<file path="config.mk">
export PLATFORM = sky130hd
export DESIGN_NAME = seq_packer_flat
export DESIGN_NICKNAME = d
export VERILOG_FILES = /design/src/rtl/seq_packer_if.sv /design/src/rtl/seq_packer.sv /design/src/flat_wrapper.sv
export SDC_FILE = /design/constraint.sdc
export NUM_CORES = 1
export LEC_CHECK = 0
export ABC_AREA = 1
export BUFFER_PORTS_ARGS = -buffer_cell sky130_fd_sc_hd__buf_4
export CORE_UTILIZATION = 61
export CTS_CLUSTER_DIAMETER = 100
export DETAILED_ROUTE_END_ITERATION = 10
export HOLD_SLACK_MARGIN = 0.03
export PLACE_DENSITY = 0.86
export RECOVER_POWER = 50
export SLEW_MARGIN = 20
export SYNTH_ARGS = -nofsm -noshare
export SYNTH_HDL_FRONTEND = slang
export SYNTH_SLANG_ARGS = --single-unit
</file>
<file path="constraint.sdc">
create_clock -name clk -period 8.4 [get_ports clk]
set_clock_uncertainty 0.15 [all_clocks]
set_input_delay 2.1 -clock clk [delete_from_list [all_inputs] [get_ports clk]]
set_output_delay 2.1 -clock clk [all_outputs]
set_load 0.02 [all_outputs]
</file>
<file path="src/rtl/seq_packer_if.sv">
// rtl/seq_packer_if.sv - input-beat / output-word handshake bundle for seq_packer.
// Optional flush/out_last signals exist only when SEQ_PACKER_FLUSH_EN is defined.
interface seq_packer_if #(
    parameter int IN_W  = 7,
    parameter int OUT_W = 16
);
    localparam int CNT_W  = $clog2(IN_W + 1);
    localparam int FILL_W = $clog2(OUT_W + IN_W);

    logic              in_valid;
    logic              in_ready;
    logic [IN_W-1:0]   in_seq;
    logic [CNT_W-1:0]  in_num;
    logic              out_valid;
    logic              out_ready;
    logic [OUT_W-1:0]  out_seq;
    logic [FILL_W-1:0] fill;

`ifdef SEQ_PACKER_FLUSH_EN
    logic              flush;
    logic              out_last;

    modport master (
        output in_valid, in_seq, in_num, out_ready, flush,
        input  in_ready, out_valid, out_seq, fill, out_last
    );
    modport slave (
        input  in_valid, in_seq, in_num, out_ready, flush,
        output in_ready, out_valid, out_seq, fill, out_last
    );
`else
    modport master (
        output in_valid, in_seq, in_num, out_ready,
        input  in_ready, out_valid, out_seq, fill
    );
    modport slave (
        input  in_valid, in_seq, in_num, out_ready,
        output in_ready, out_valid, out_seq, fill
    );
`endif
endinterface

</file>
<file path="src/rtl/seq_packer.sv">
// rtl/seq_packer.sv - packs variable-length bit beats into OUT_W-bit words, oldest bit first.
// Define SEQ_PACKER_FLUSH_EN to add flush/out_last for emitting a zero-padded final word.
module seq_packer #(
    parameter int IN_W  = 7,
    parameter int OUT_W = 16
) (
    input  logic        clk,
    input  logic        rst,
    seq_packer_if.slave bus
);
    localparam int CNT_W  = $clog2(IN_W + 1);
    localparam int FILL_W = $clog2(OUT_W + IN_W);
    localparam int CAP    = OUT_W + IN_W - 1;

    // Held bits are left-aligned: oldest at r_buf[CAP-1], everything below fill is zero.
    logic [CAP-1:0]    r_buf;
    logic [FILL_W-1:0] r_fill;
    logic              r_out_valid;

    logic              w_in_ready;
    logic              w_in_fire;
    logic              w_out_fire;
    logic [CNT_W-1:0]  w_num;
    logic [IN_W-1:0]   w_in_bits;
    logic [CAP-1:0]    w_buf_n;
    logic [FILL_W-1:0] w_fill_n;
    logic              w_word_n;
    int                v_base;
    int                v_fill;

`ifdef SEQ_PACKER_FLUSH_EN
    logic              r_pend;
    logic              r_out_last;
    logic              w_pend_n;
    logic              w_last_n;
    logic              w_last_fire;

    assign w_last_fire = w_out_fire & r_out_last;
    assign w_pend_n    = bus.flush | (r_pend & ~w_last_fire & (r_fill != '0));
    assign w_last_n    = w_pend_n & (w_fill_n != '0) & (w_fill_n < FILL_W'(OUT_W));
    assign bus.out_last = r_out_last;
    // out_ready feeds in_ready combinationally so a full word can drain and refill in one cycle.
    assign w_in_ready  = ~rst & ~r_pend & ((r_fill < FILL_W'(OUT_W)) | bus.out_ready);
`else
    assign w_in_ready  = ~rst & ((r_fill < FILL_W'(OUT_W)) | bus.out_ready);
`endif

    assign w_num      = (bus.in_num > CNT_W'(IN_W)) ? CNT_W'(IN_W) : bus.in_num;
    assign w_out_fire = r_out_valid & bus.out_ready;
    assign w_in_fire  = bus.in_valid & w_in_ready & (w_num != '0);
    assign w_word_n   = (w_fill_n >= FILL_W'(OUT_W));

    always_comb begin
        w_in_bits = '0;
        for (int i = 0; i < IN_W; i++) begin
            w_in_bits[i] = bus.in_seq[i] & (i < int'(w_num));
        end
    end

    always_comb begin
        w_buf_n = r_buf;
        v_base  = int'(r_fill);
`ifdef SEQ_PACKER_FLUSH_EN
        if (w_last_fire) begin
            w_buf_n = '0;
            v_base  = 0;
        end else if (w_out_fire) begin
            w_buf_n = r_buf << OUT_W;
            v_base  = int'(r_fill) - OUT_W;
        end
`else
        if (w_out_fire) begin
            w_buf_n = r_buf << OUT_W;
            v_base  = int'(r_fill) - OUT_W;
        end
`endif
        v_fill = v_base;
        // New bits land directly behind the surviving ones, newest toward the LSB end.
        if (w_in_fire) begin
            w_buf_n = w_buf_n | (CAP'(w_in_bits) << (CAP - v_base - int'(w_num)));
            v_fill  = v_base + int'(w_num);
        end
        w_fill_n = FILL_W'(v_fill);
    end

    always_ff @(posedge clk) begin
        if (rst) begin
            r_buf       <= '0;
            r_fill      <= '0;
            r_out_valid <= 1'b0;
`ifdef SEQ_PACKER_FLUSH_EN
            r_pend      <= 1'b0;
            r_out_last  <= 1'b0;
`endif
        end else begin
            r_buf       <= w_buf_n;
            r_fill      <= w_fill_n;
`ifdef SEQ_PACKER_FLUSH_EN
            r_pend      <= w_pend_n;
            r_out_last  <= w_last_n;
            r_out_valid <= w_word_n | w_last_n;
`else
            r_out_valid <= w_word_n;
`endif
        end
    end

    assign bus.in_ready  = w_in_ready;
    assign bus.out_valid = r_out_valid;
    assign bus.out_seq   = r_buf[CAP-1 -: OUT_W];
    assign bus.fill      = r_fill;
endmodule

</file>
<file path="src/flat_wrapper.sv">
// flat-port wrapper written by rule: the top's interface ports become plain ports
module seq_packer_flat 
#(
    parameter int IN_W  = 7,
    parameter int OUT_W = 16
)
  (clk, rst, bus_in_valid, bus_in_seq, bus_in_num, bus_out_ready, bus_in_ready, bus_out_valid, bus_out_seq, bus_fill);
  seq_packer_if #(.IN_W(IN_W), .OUT_W(OUT_W)) bus_i ();
  input  logic clk;
  input  logic rst;
  input wire logic [$bits(bus_i.in_valid)-1:0] bus_in_valid;
  input wire logic [$bits(bus_i.in_seq)-1:0] bus_in_seq;
  input wire logic [$bits(bus_i.in_num)-1:0] bus_in_num;
  input wire logic [$bits(bus_i.out_ready)-1:0] bus_out_ready;
  output wire logic [$bits(bus_i.in_ready)-1:0] bus_in_ready;
  output wire logic [$bits(bus_i.out_valid)-1:0] bus_out_valid;
  output wire logic [$bits(bus_i.out_seq)-1:0] bus_out_seq;
  output wire logic [$bits(bus_i.fill)-1:0] bus_fill;
  assign bus_i.in_valid = bus_in_valid;
  assign bus_i.in_seq = bus_in_seq;
  assign bus_i.in_num = bus_in_num;
  assign bus_i.out_ready = bus_out_ready;
  assign bus_in_ready = bus_i.in_ready;
  assign bus_out_valid = bus_i.out_valid;
  assign bus_out_seq = bus_i.out_seq;
  assign bus_fill = bus_i.fill;
  seq_packer #(.IN_W(IN_W), .OUT_W(OUT_W)) u_core (.clk(clk), .rst(rst), .bus(bus_i));
endmodule
</file>
# Word-level counts from Yosys, hierarchy flattened
# Index checks and enable logic that the tools add are counted.
word_totals:
  memories: 0
  word_cells: 38
  latch_bits: 0
  register_bits: 28
  romBits: 0
  output_inout_bits: 23
  inputBits: 14
  mem_bits_rw: 0
op_classes:
  n_mul: 0
  add_sub_neg: 4
  n_eq_ne: 0
  div_mod_pow: 0
  n_lt_le_gt_ge: 10
  bitwise_logic: 14
  mux: 5
  n_reduce_logical: 1
  n_shift: 1
op_table:
  columns: ["op", "n"]
  rows:
  - ["22-bit 2-to-1 mux", 2]
  - ["32-bit 2-to-1 mux", 1]
  - ["7-bit by 32-bit << shifter with 22-bit output", 1]
  - ["32-bit by 4-bit subtractor with 32-bit output", 1]
  - ["6-bit by 32-bit subtractor with 32-bit output, first input constant", 1]
  - ["22-bit bitwise OR", 1]
  - ["1-bit AND", 11]
  - ["3-bit less-than comparator, first input constant", 3]
  - ["1-bit by 3-bit less-than comparator with 1-bit output, first input constant", 2]
  - ["2-bit by 3-bit less-than comparator with 1-bit output, first input constant", 2]
  - ["5-bit by 5-bit subtractor with 6-bit output, second input constant", 1]
  - ["5-bit by 4-bit adder with 5-bit output", 1]
  - ["5-bit greater-or-equal comparator, second input constant", 1]
  - ["5-bit less-than comparator, second input constant", 1]
  - ["5-bit 2-to-1 mux", 1]
  - ["3-bit greater-than comparator, second input constant", 1]
  - ["3-bit 2-to-1 mux", 1]
  - ["3-bit nonzero test", 1]
  - ["1-bit NOT", 1]
  - ["1-bit bitwise OR", 1]

# Longest topological paths before layout
# Gate-level depths: netlist of run 1.
logic_depth:
  depth_word: 7
  depth_mapped: 23
  depth_no_buf: 23

# Least setup slack after synthesis of run 1
# Ideal clock, no wire load.
synth_path:
  path_kind: "input -> output"
  start: "input bus_out_ready"
  end: "output bus_in_ready"
  t_arrival_ps: 2413
  setup_slack_ps: 3737
  path_buffers: 0
  stages: 2
  cell_sequence: "o21ai_2 > inv_1"
synth_between:
  elab_chain_len: 2
synth_lines:
  columns: ["item", "line", "source"]
  rows:
  - ["from (decl)", "flat_wrapper.sv:14", "input wire logic [$bits(bus_i.out_ready)-1:0] bus_out_ready;"]
  - ["1-bit bitwise OR", "seq_packer.sv:45", "assign w_in_ready = ~rst & ((r_fill < FILL_W'(OUT_W)) | bus.out_ready);"]
  - ["1-bit AND", "seq_packer.sv:45", null]
  - ["to (decl)", "flat_wrapper.sv:15", "output wire logic [$bits(bus_i.in_ready)-1:0] bus_in_ready;"]
# Every way passes these cells.

# Worst setup path after layout of run 1
layout_path:
  start: "input rst"
  end: "output bus_in_ready"
layout_between:
  elab_chain_len: 2
layout_lines:
  columns: ["item", "line", "source"]
  rows:
  - ["from (decl)", "flat_wrapper.sv:10", "input logic rst;"]
  - ["1-bit NOT", "seq_packer.sv:45", null]
  - ["1-bit AND", "seq_packer.sv:45", null]
# Every way passes these cells.

==> flow_summary.ini, run 1 <==
[status]
status = completed

[power]
p_leak_nw = 1.035
powerDensity_nw_per_um2 = 153.6
ir_drop_uv = 71.68

[layout]
fin_area_um2 = 2238
multi_input_area_um2 = 1291
area_growth_pct = 3.650
seq_area_um2 = 540.5
layout.nets = 354
final_layout_size_suffix_gt1_share_pct = 12.88
antenna_cells = 0
fillCellCount = 311

[timing]
fmax_ghz = 0.1735
worstMarginPinSlew_ps = 954.0
drv_slew = 0
hold_violations = 0
slew_headroom_pct = 36.40
finalCritPeriodShare_pct = 68.62
fin_crit_ps = 5764
rsz0062_at_grt = no
tns_ps = 0
setup_viol = 0

[synth]
synth_common_cells = 84 x nand2_1, 35 x nand3_1, 30 x inv_1
seq_area_frac_synth_pct = 25.03
synth_seq_cells = 27
avgSynthCellArea_um2 = 6.878
synth_edf_count = 0
yosys.area.top_type = dfxtp_1
yosysMostFrequentCell = nand2_1
ys.flop_type = dfxtp_1
synth_top_area_share_pct = 25.03
synthCells = 314
syn_nets = 341
ys_types = 41
syn_area_um2 = 2160
synth-async-reset-ratio_pct = 0
synth_area_leaders = dfxtp_1 25%, nand2_1 15%, nand3_1 8.1%, ha_1 7.0%, buf_4 5.9%
ys_warn_count = 0

[route]
routed_via_density = 5.328
wl_per_cell_um = 11.83
dr.pass1.iters = 4
drt_iter0_markers = 146
drc_errors = 0
via_count = 1982
routed_wl_um = 4401
final_antenna_net_count = 0

[floorplan]
die_area_um2 = 3782
dieWidth_um = 61.50
initial_core_util_pct = 64.21
floorplan.rows = 21
fp.coreArea_um2 = 3363
die_h_um = 61.50
boundaryPins = 37

[worst_setup_path]
cp_max_fo = 21
critical-path-slowest-cell = clkbuf_1
crit_required_ps = 6150
critical_path_class = in2out
cp_slowest_stage_delay_ps = 690
setup.worst_path.end_class = output port
path_cells = clkbuf_1 -> inv_1 -> o21ai_0 -> inv_1 -> buf_4
critical_path_arrival_ps = 3510
startpoint_type = input port
path_delay_family = buffers and inverters
crit_buf_inv = 4
crit_path_frequent_cell = inv_1

[worst_hold_path]
hold_path.class = reg2reg

[clock_network]
cts.clk_slew.worst_paths_ps = 140
insertion_delay_ps = 330
ctsHoldBuffers = 0
cts_tree = built
cts_buffer_depth = 2
numCtsBuffers = 3
root_buffer = clkbuf_4
cts_setup_buffers = 0
cts_sinks = 27
cts_resized = 0
htreeDepth = 1

[global_routing]
antenna_found_initial = 0
overflow = 0
grt_pass1_vias = 1619
grt_start_max_net_pins = 25
grt_pass1_wl_um = 7238
track_usage_pct = 25.52

[placement]
dp_hpwl_um = 3478
dpl_cell_area_um2 = 2308
io_buffers = 36
place_congestion = 0.9441

[flow_run]
drv_cap = 0
sequential cells by signal (all words and copies together), names as in the netlist, named ones only:
name	count
u_core.r_buf	22
u_core.bus.fill	2
u_core.bus.out_valid	1
final timing paths:
path / from / to / slack, ps / cells after the start
max: rst / bus_in_ready / 2640 / 5
min: u_core.r_buf[0] / u_core.r_buf[0] / 320 / 2
max reg2reg: u_core.bus.out_valid / u_core.r_buf[17] / 5300 / 14
min reg2reg: u_core.r_buf[0] / u_core.r_buf[0] / 320 / 2
worst reg2reg max path: stages, from the launching register on:
cell and delay, ps:
dfxtp_1 370, nand2_1 640, inv_1 100, ha_1 400
nor2_1 80, ha_1 190, inv_1 170, nand4_1 180
nand2_1 120, nand3_1 140, nor2_1 210, nand2_1 70
nand2_1 60, nand2_1 50, a21oi_1 110
final cells by class:
cell class	count	share of cell area, %
inverters	35	5.981
clock inverters	1	0.2236
flip-flops and latches	27	24.15
repair buffers	36	8.385
clock buffers	3	1.006
multi-input cells	224	57.69
well taps	46	2.571
report_power, final:
group | switching (mW) | internal, mW | leakage (nW) | total [mW]
sequential | 0.00430 | 0.135 | 0.219 | 0.140
clock | 0.0383 | 0.0179 | 0.0177 | 0.0562
combinational | 0.103 | 0.0452 | 0.798 | 0.148
cell families after synthesis:
logic type	Yosys count	share of synthesized area [%]
AO/OA/AOI/OAI	47	13.27
XOR/XNOR	1	0.4056
adder cells (fa/ha/maj)	13	7.879
buffers and inverters	63	14.48
flip-flops	27	25.03
multiplexers	6	2.781
AND/OR/NAND/NOR	157	36.15
metrics by stage:
step	std cells	hold slack, ps	setup slack [ps]	util, %	power (mW)
6_report	372	324.7	2636	66.56	0.3438
5_1_grt	372	341.4	2485	66.56	0.3714
4_1_cts	372	324.2	3382	69.46	0.3488
3_5_place_dp	368	304.4	3385	68.64	0.2936
3_3_place_gp	368	303.5	3399	68.64	0.2914
2_1_floorplan	314	294.4	3737	-	0.2642
metal layers:
layer	part of all wire, %	GRT usage (%)
met4	0.91	5.397
met5	0	0
met2	43	38.25
met1	51	38.45
met3	5.4	3.782
cell usage in the layout, fill, tap and decap left out, types with 3 or more instances in the layout:
cell / synthesis / routed
clkbuf_1: 8 / 22
a21oi_2: 4 / 4
ha_1: 12 / 12
nand2_1: 84 / 84
inv_1: 30 / 31
nand2_2: 4 / 4
mux2i_1: 6 / 6
clkbuf_4: 0 / 3
o21ai_0: 8 / 9
buf_4: 17 / 14
o21ai_1: 3 / 3
dfxtp_1: 27 / 27
a21oi_1: 21 / 21
nor2_1: 11 / 11
nand4_1: 8 / 8
nand3_1: 35 / 35
Power figures use the tool's default switching activity.
==> run 2: changes to the inputs <==
--- a/config.mk
+++ b/config.mk
@@ -7,11 +7,11 @@
 export LEC_CHECK = 0
 export ABC_AREA = 1
 export BUFFER_PORTS_ARGS = -buffer_cell sky130_fd_sc_hd__buf_4
-export CORE_UTILIZATION = 61
+export CORE_UTILIZATION = 56
 export CTS_CLUSTER_DIAMETER = 100
 export DETAILED_ROUTE_END_ITERATION = 10
 export HOLD_SLACK_MARGIN = 0.03
-export PLACE_DENSITY = 0.86
+export PLACE_DENSITY = 0.8
 export RECOVER_POWER = 50
 export SLEW_MARGIN = 20
 export SYNTH_ARGS = -nofsm -noshare
==> constraint.sdc (replaced) <==
create_clock -name clk -period 5.55 [get_ports clk]
set_clock_uncertainty 0.15 [all_clocks]
set_input_delay 1.3875 -clock clk [delete_from_list [all_inputs] [get_ports clk]]
set_output_delay 1.3875 -clock clk [all_outputs]
set_load 0.02 [all_outputs]
==> run 2 against run 1 <==
  * Via count grew 2.7%
  * Count of clock-buffer cells in the layout did not move
  * Sequential power grew 51%
  * Utilization shrank 5.0 points
  * Register-to-register slack got worse by 2800 ps
  * Cell area is 1.4% higher
  * First-iteration DRC count rose by 29%
  * Flip-flop and latch count unchanged
  * Combinational power up 54%
  * Sequential share of layout area decreased by 0.33 points
  * Wire length up 12%
==> flow_summary.ini, run 2 (same netlist as run 1, synthesis figures left out) <==
[flow_run]
drv_cap = 0

[route]
wl_met1_um = 2247
routed_via_density = 5.427
wl_met2_um = 2318
routed_wl_um = 4933
via_count = 2035
dr.max_layer_used = met4
final_antenna_net_count = 0
wl_met3_um = 279
wl_per_cell_um = 13.15
drt_iter0_markers = 188
dr.pass1.iters = 4
drc_errors = 0

[timing]
slew_headroom_pct = 43.91
rsz0062_at_grt = no
finalCritPeriodShare_pct = 70.52
tns_ps = 0
setup_viol = 0
hold_violations = 0
fmax_ghz = 0.2555
whs_ps = 318.7
fin_crit_ps = 3914
worstMarginPinSlew_ps = 834.9
drv_slew = 0

[power]
p_total_mw = 0.5537
p_leak_nw = 1.042
powerDensity_nw_per_um2 = 244.0
ir_drop_uv = 109.7

[worst_setup_path]
cp_max_fo = 8
critical_path_class = in2reg
startpoint_type = input port
critical_path_arrival_ps = 3980
crit_required_ps = 5610
cp_slowest_stage_delay_ps = 330
crit_path_frequent_cell = nand2_1
crit_buf_inv = 4
path_cells = buf_4 -> inv_1 -> ha_1 -> nand2_1 -> and2_1 -> ha_1 -> inv_1 -> nand2_1 -> nand2_2 -> nand2_1 -> nor2_1 -> ha_1 -> inv_1 -> nand4_1 -> nand2_1 -> nand3_1 -> nor2_1 -> nand2_1 -> nand2_1 -> nand2_1 -> a21oi_1
worstSetupStartpoint = bus_in_num[2]
setup.worst_path.end_class = flip-flop
path_delay_family = simple AND/OR/NAND/NOR gates
critical-path-slowest-cell = ha_1

[layout]
final_layout_size_suffix_gt1_share_pct = 13.15
top_register = u_core.r_buf
final_common_cell = nand2_1
layout.nets = 355
area_growth_pct = 5.099
fin_util_pct = 61.53
layout_common_cells = 84 x nand2_1, 35 x nand3_1, 31 x inv_1, 27 x dfxtp_1, 22 x clkbuf_1
antenna_cells = 0
largest_reg_flops = 22

[global_routing]
track_usage_pct = 26.19
grt_start_max_net_pins = 25
grt_pass1_vias = 1991
grt_pass1_wl_um = 8500
antenna_found_initial = 0
overflow = 0

[floorplan]
boundaryPins = 37
die_h_um = 64.10
die_area_um2 = 4109
fp.coreArea_um2 = 3689
dieWidth_um = 64.10
floorplan.rows = 22
initial_core_util_pct = 58.55

[placement]
dp_hpwl_um = 3788
io_buffers = 36
place_congestion = 0.9251

[clock_network]
cts_tree = built
cts.clk_slew.worst_paths_ps = 90
cts_setup_buffers = 0
cts_resized = 0
ctsHoldBuffers = 0
numCtsBuffers = 3
cts_buffer_depth = 2
insertion_delay_ps = 280
root_buffer = clkbuf_8
htreeDepth = 1
cts_sinks = 27

[worst_hold_path]
hold_path.class = reg2reg
min_from = u_core.r_buf[0]

[status]
status = completed
-- run 2: cell count changes in the layout (fill, tap and decap cells not counted) --
cell / delta
clkinvlp_4: +1
clkinv_2: -1
clkbuf_8: +3
clkbuf_4: -3
buf_4: +1
-- run 2: area by class of cell --
class	count	area, µm²
clock inverters	1	7.507
well taps	48	60.06
flip-flops and latches	27	540.5
multi-input cells	224	1291
inverters	35	133.9
fillers	379	1419
repair buffers	37	195.2
clock buffers	3	41.29
-- run 2: power breakdown --
| part | switching [mW] | internal [mW] | leakage (nW) |
|---|---|---|---|
| clock network | 0.0637 | 0.0510 | 0.0217 |
| registers | 0.00664 | 0.205 | 0.219 |
| logic | 0.159 | 0.0689 | 0.802 |
| total | 0.229 | 0.325 | 1.04 |
-- run 2: worst reg2reg max path, stage by stage, from the launching register on --
cell and delay (ps):
dfxtp_1 370, inv_1 70, ha_1 360, nand2_1 140, and2_1 140, ha_1 130, inv_1 30, nand2_1 80
nand2_2 90, nand2_1 90, nor2_1 50, ha_1 180, inv_1 160, nand4_1 190, nand2_1 120, nand3_1 130
nor2_1 200, nand2_1 70, nand2_1 70, nand2_1 60, a21oi_1 110
-- run 2: final timing paths --
check / cells after the start / slack (ps) / end
max: 21 / 1640 / u_core.r_buf[17]
min: 2 / 320 / u_core.r_buf[0]
max reg2reg: 20 / 2470 / u_core.r_buf[17]
min reg2reg: 2 / 320 / u_core.r_buf[0]
-- run 2: per-stage QoR --
| stage | worst slack, ps | cell area, µm² | instances |
|---|---|---|---|
| CTS | 1677 | 2367 | 375 |
| global placement | 1501 | 2318 | 371 |
| global route | 1418 | 2270 | 375 |
| detailed placement | 1388 | 2318 | 371 |
| finish | 1636 | 2270 | 375 |
| floorplan | 1855 | 2160 | 314 |
-- run 2: layer usage --
metal / vias up / track usage [%]
met4: 0 / 10.00
met2: 72 / 45.74
li1: 1046 / -
met5: - / 0
met3: 10 / 3.571
met1: 907 / 32.39
==> run 3: changes to the inputs <==
--- a/config.mk
+++ b/config.mk
@@ -5,13 +5,13 @@
 export SDC_FILE = /design/constraint.sdc
 export NUM_CORES = 1
 export LEC_CHECK = 0
-export ABC_AREA = 1
+export ABC_AREA = 0
 export BUFFER_PORTS_ARGS = -buffer_cell sky130_fd_sc_hd__buf_4
-export CORE_UTILIZATION = 56
+export CORE_UTILIZATION = 51
 export CTS_CLUSTER_DIAMETER = 100
 export DETAILED_ROUTE_END_ITERATION = 10
 export HOLD_SLACK_MARGIN = 0.03
-export PLACE_DENSITY = 0.8
+export PLACE_DENSITY = 0.77
 export RECOVER_POWER = 50
 export SLEW_MARGIN = 20
 export SYNTH_ARGS = -nofsm -noshare
==> constraint.sdc (replaced) <==
create_clock -name clk -period 3.4 [get_ports clk]
set_clock_uncertainty 0.15 [all_clocks]
set_input_delay 0.85 -clock clk [delete_from_list [all_inputs] [get_ports clk]]
set_output_delay 0.85 -clock clk [all_outputs]
set_load 0.02 [all_outputs]
==> run 3 against run 2 <==
  * Clock power is 66% higher
  * Via count is 8.1% lower
  * Global-route usage is 3.5 points lower
  * Utilization is 4.2 points lower
  * Synthesized cell count is 20% lower
  * Total power is 57% higher
  * Die area is 8.2% higher
  * Cell count is 14% lower
  * Register-to-register slack worse by 1900 ps
  * Sequential share of layout area is 0.25 points lower
  * Largest power group is now sequential cells
  * Count of clock-buffer cells in the layout stayed put
==> flow_summary.ini, run 3 <==
[global_routing]
grt_pass1_vias = 1718
track_usage_pct = 22.69
grt_pass1_wl_um = 7783
overflow = 0
grt_start_max_net_pins = 19
antenna_found_initial = 0

[route]
routed_wl_um = 4727
drc_errors = 0
via_count = 1871
dr.pass1.iters = 4
routed_via_density = 5.829
final_antenna_net_count = 0
wl_per_cell_um = 14.73
drt_iter0_markers = 69

[clock_network]
htreeDepth = 1
ctsHoldBuffers = 0
cts_setup_buffers = 0
root_buffer = clkbuf_8
cts_buffer_depth = 2
insertion_delay_ps = 280
cts_tree = built
cts_sinks = 27
cts.clk_slew.worst_paths_ps = 100
numCtsBuffers = 3
cts_resized = 0

[synth]
synth_top_area_share_pct = 25.34
syn_area_um2 = 2133
synth_edf_count = 0
synth_common_cells = 27 x dfxtp_1, 27 x nand2_1, 19 x buf_4
yosys.area.top_type = dfxtp_1
synth_seq_cells = 27
syn_nets = 278
ys.flop_type = dfxtp_1
ys_warn_count = 0
ys_types = 55
synth_area_leaders = dfxtp_1 25%, ha_1 7.0%, buf_4 6.7%, nand2_1 4.8%, a32o_1 3.3%
seq_area_frac_synth_pct = 25.34
avgSynthCellArea_um2 = 8.499
synthCells = 251
synth-async-reset-ratio_pct = 0

[timing]
finalCritPeriodShare_pct = 90.05
setup_viol = 0
rsz0062_at_grt = no
drv_slew = 0
fmax_ghz = 0.3266
worstMarginPinSlew_ps = 573.0
postLayoutSetupSlackWorst_ps = 338.3
hold_violations = 0
tns_ps = 0
slew_headroom_pct = 61.45
fin_crit_ps = 3062

[placement]
dpl_cell_area_um2 = 2340
post-place-cells = 317
place_ws_ps = 122.2
place_congestion = 0.9517
dp_hpwl_um = 3639
io_buffers = 36

[layout]
top_register = u_core.r_buf
final_cells = 321
layout_common_cells = 27 x nand2_1, 27 x dfxtp_1, 24 x buf_4, 24 x clkbuf_1, 15 x inv_1
antenna_cells = 0
layout.nets = 299
final_layout_size_suffix_gt1_share_pct = 16.97
area_growth_pct = 7.507
fin_area_um2 = 2293
largest_reg_flops = 22

[worst_setup_path]
startpoint_type = input port
crit_required_ps = 3460
setup.worst_path.end_class = flip-flop
cp_max_fo = 4
critical_path_class = in2reg
critical_path_arrival_ps = 3120

[power]
p_sw_share_pct = 36.38
internal-power_mw = 0.5521
powerDensity_nw_per_um2 = 378.4
ir_drop_uv = 168.7
pwr-share-clk_pct = 22.0
p_leak_nw = 0.9258
p_total_mw = 0.8678
p_comb_share_pct = 38.9
seqPwrFrac_pct = 39.1
p_sw_mw = 0.3157

[floorplan]
floorplan.rows = 23
die_area_um2 = 4446
dieWidth_um = 66.68
initial_core_util_pct = 53.33
fp.coreArea_um2 = 4000
boundaryPins = 37
die_h_um = 66.68

[flow_run]
drv_cap = 0

[worst_hold_path]
hold_path.class = reg2reg

[status]
status = completed
-- run 3: cell count changes in the layout (fill, tap and decap cells not counted), sizes merged, moves of 7 or more --
cell / before / now
a32o: 0 / 7
nand3: 38 / 9
nand2: 89 / 27
buf: 15 / 24
a21oi: 25 / 7
inv: 34 / 15
-- run 3: area by class of cell --
class                           count  area [µm²]
Fill cell                         411        1707
Multi-Input combinational cell    177        1315
Sequential cell                    27       540.5
Timing Repair Buffer               48       270.3
Tap cell                           50       62.56
Inverter                           15       56.30
Clock buffer                        3       41.29
Clock inverter                      1       7.507
-- run 3: kinds of logic (layout without fill, tap and decap cells) --
kind of cell               count (synthesis)  count (layout)  synth area share (%)
AOI/OAI and AO/OA                         57              57                 20.94
xor gates and xnor gates                   7               7                 3.226
adders and majority gates                 13              13                 7.976
buffers and inverters                     47              67                 13.14
DFF                                       27              27                 25.34
muxes                                     10              10                 4.985
and+or+nand+nor                           90              90                 24.40
-- run 3: worst paths after layout --
check,from,to,slack [ps],cells past startpoint
max,bus_in_num[2],u_core.r_buf[13],340,11
min,u_core.r_buf[8],u_core.r_buf[8],310,2
max reg2reg,flip-flop,u_core.r_buf[13],610,10
min reg2reg,u_core.r_buf[8],u_core.r_buf[8],310,2
-- run 3: critical path: stages --
cell and delay, ps:
clkbuf_1 100, inv_1 60, ha_1 370, xor2_2 180, ha_1 160, a21oi_1 50
o21a_1 180, ha_1 260, nor4_1 570, nand2_1 150, o211ai_1 190
-- run 3: per-layer routing --
layer	GRT usage, %	up-vias	routed length, µm
met5	0	-	0
met4	9.043	0	80
met3	2.740	7	213
met2	35.86	42	2119
met1	30.95	888	2314
li1	-	934	-
-- run 3: through the flow --
step	hold slack (ps)	util (%)
2_1_floorplan	275.7	-
3_3_place_gp	289.5	58.49
3_5_place_dp	293.5	58.49
4_1_cts	315.5	59.71
5_1_grt	335.8	57.34
6_report	311.3	57.34
-- run 3: power groups by stage --
| stage | Clock (mW) | Sequential, mW | Combinational [mW] |
|---|---|---|---|
| after floorplan | 0 | 0.349 | 0.257 |
| after global placement | 0 | 0.347 | 0.342 |
| after detailed placement | 0 | 0.347 | 0.345 |
| after CTS | 0.196 | 0.340 | 0.347 |
| after global routing | 0.207 | 0.342 | 0.367 |
| final | 0.191 | 0.339 | 0.338 |
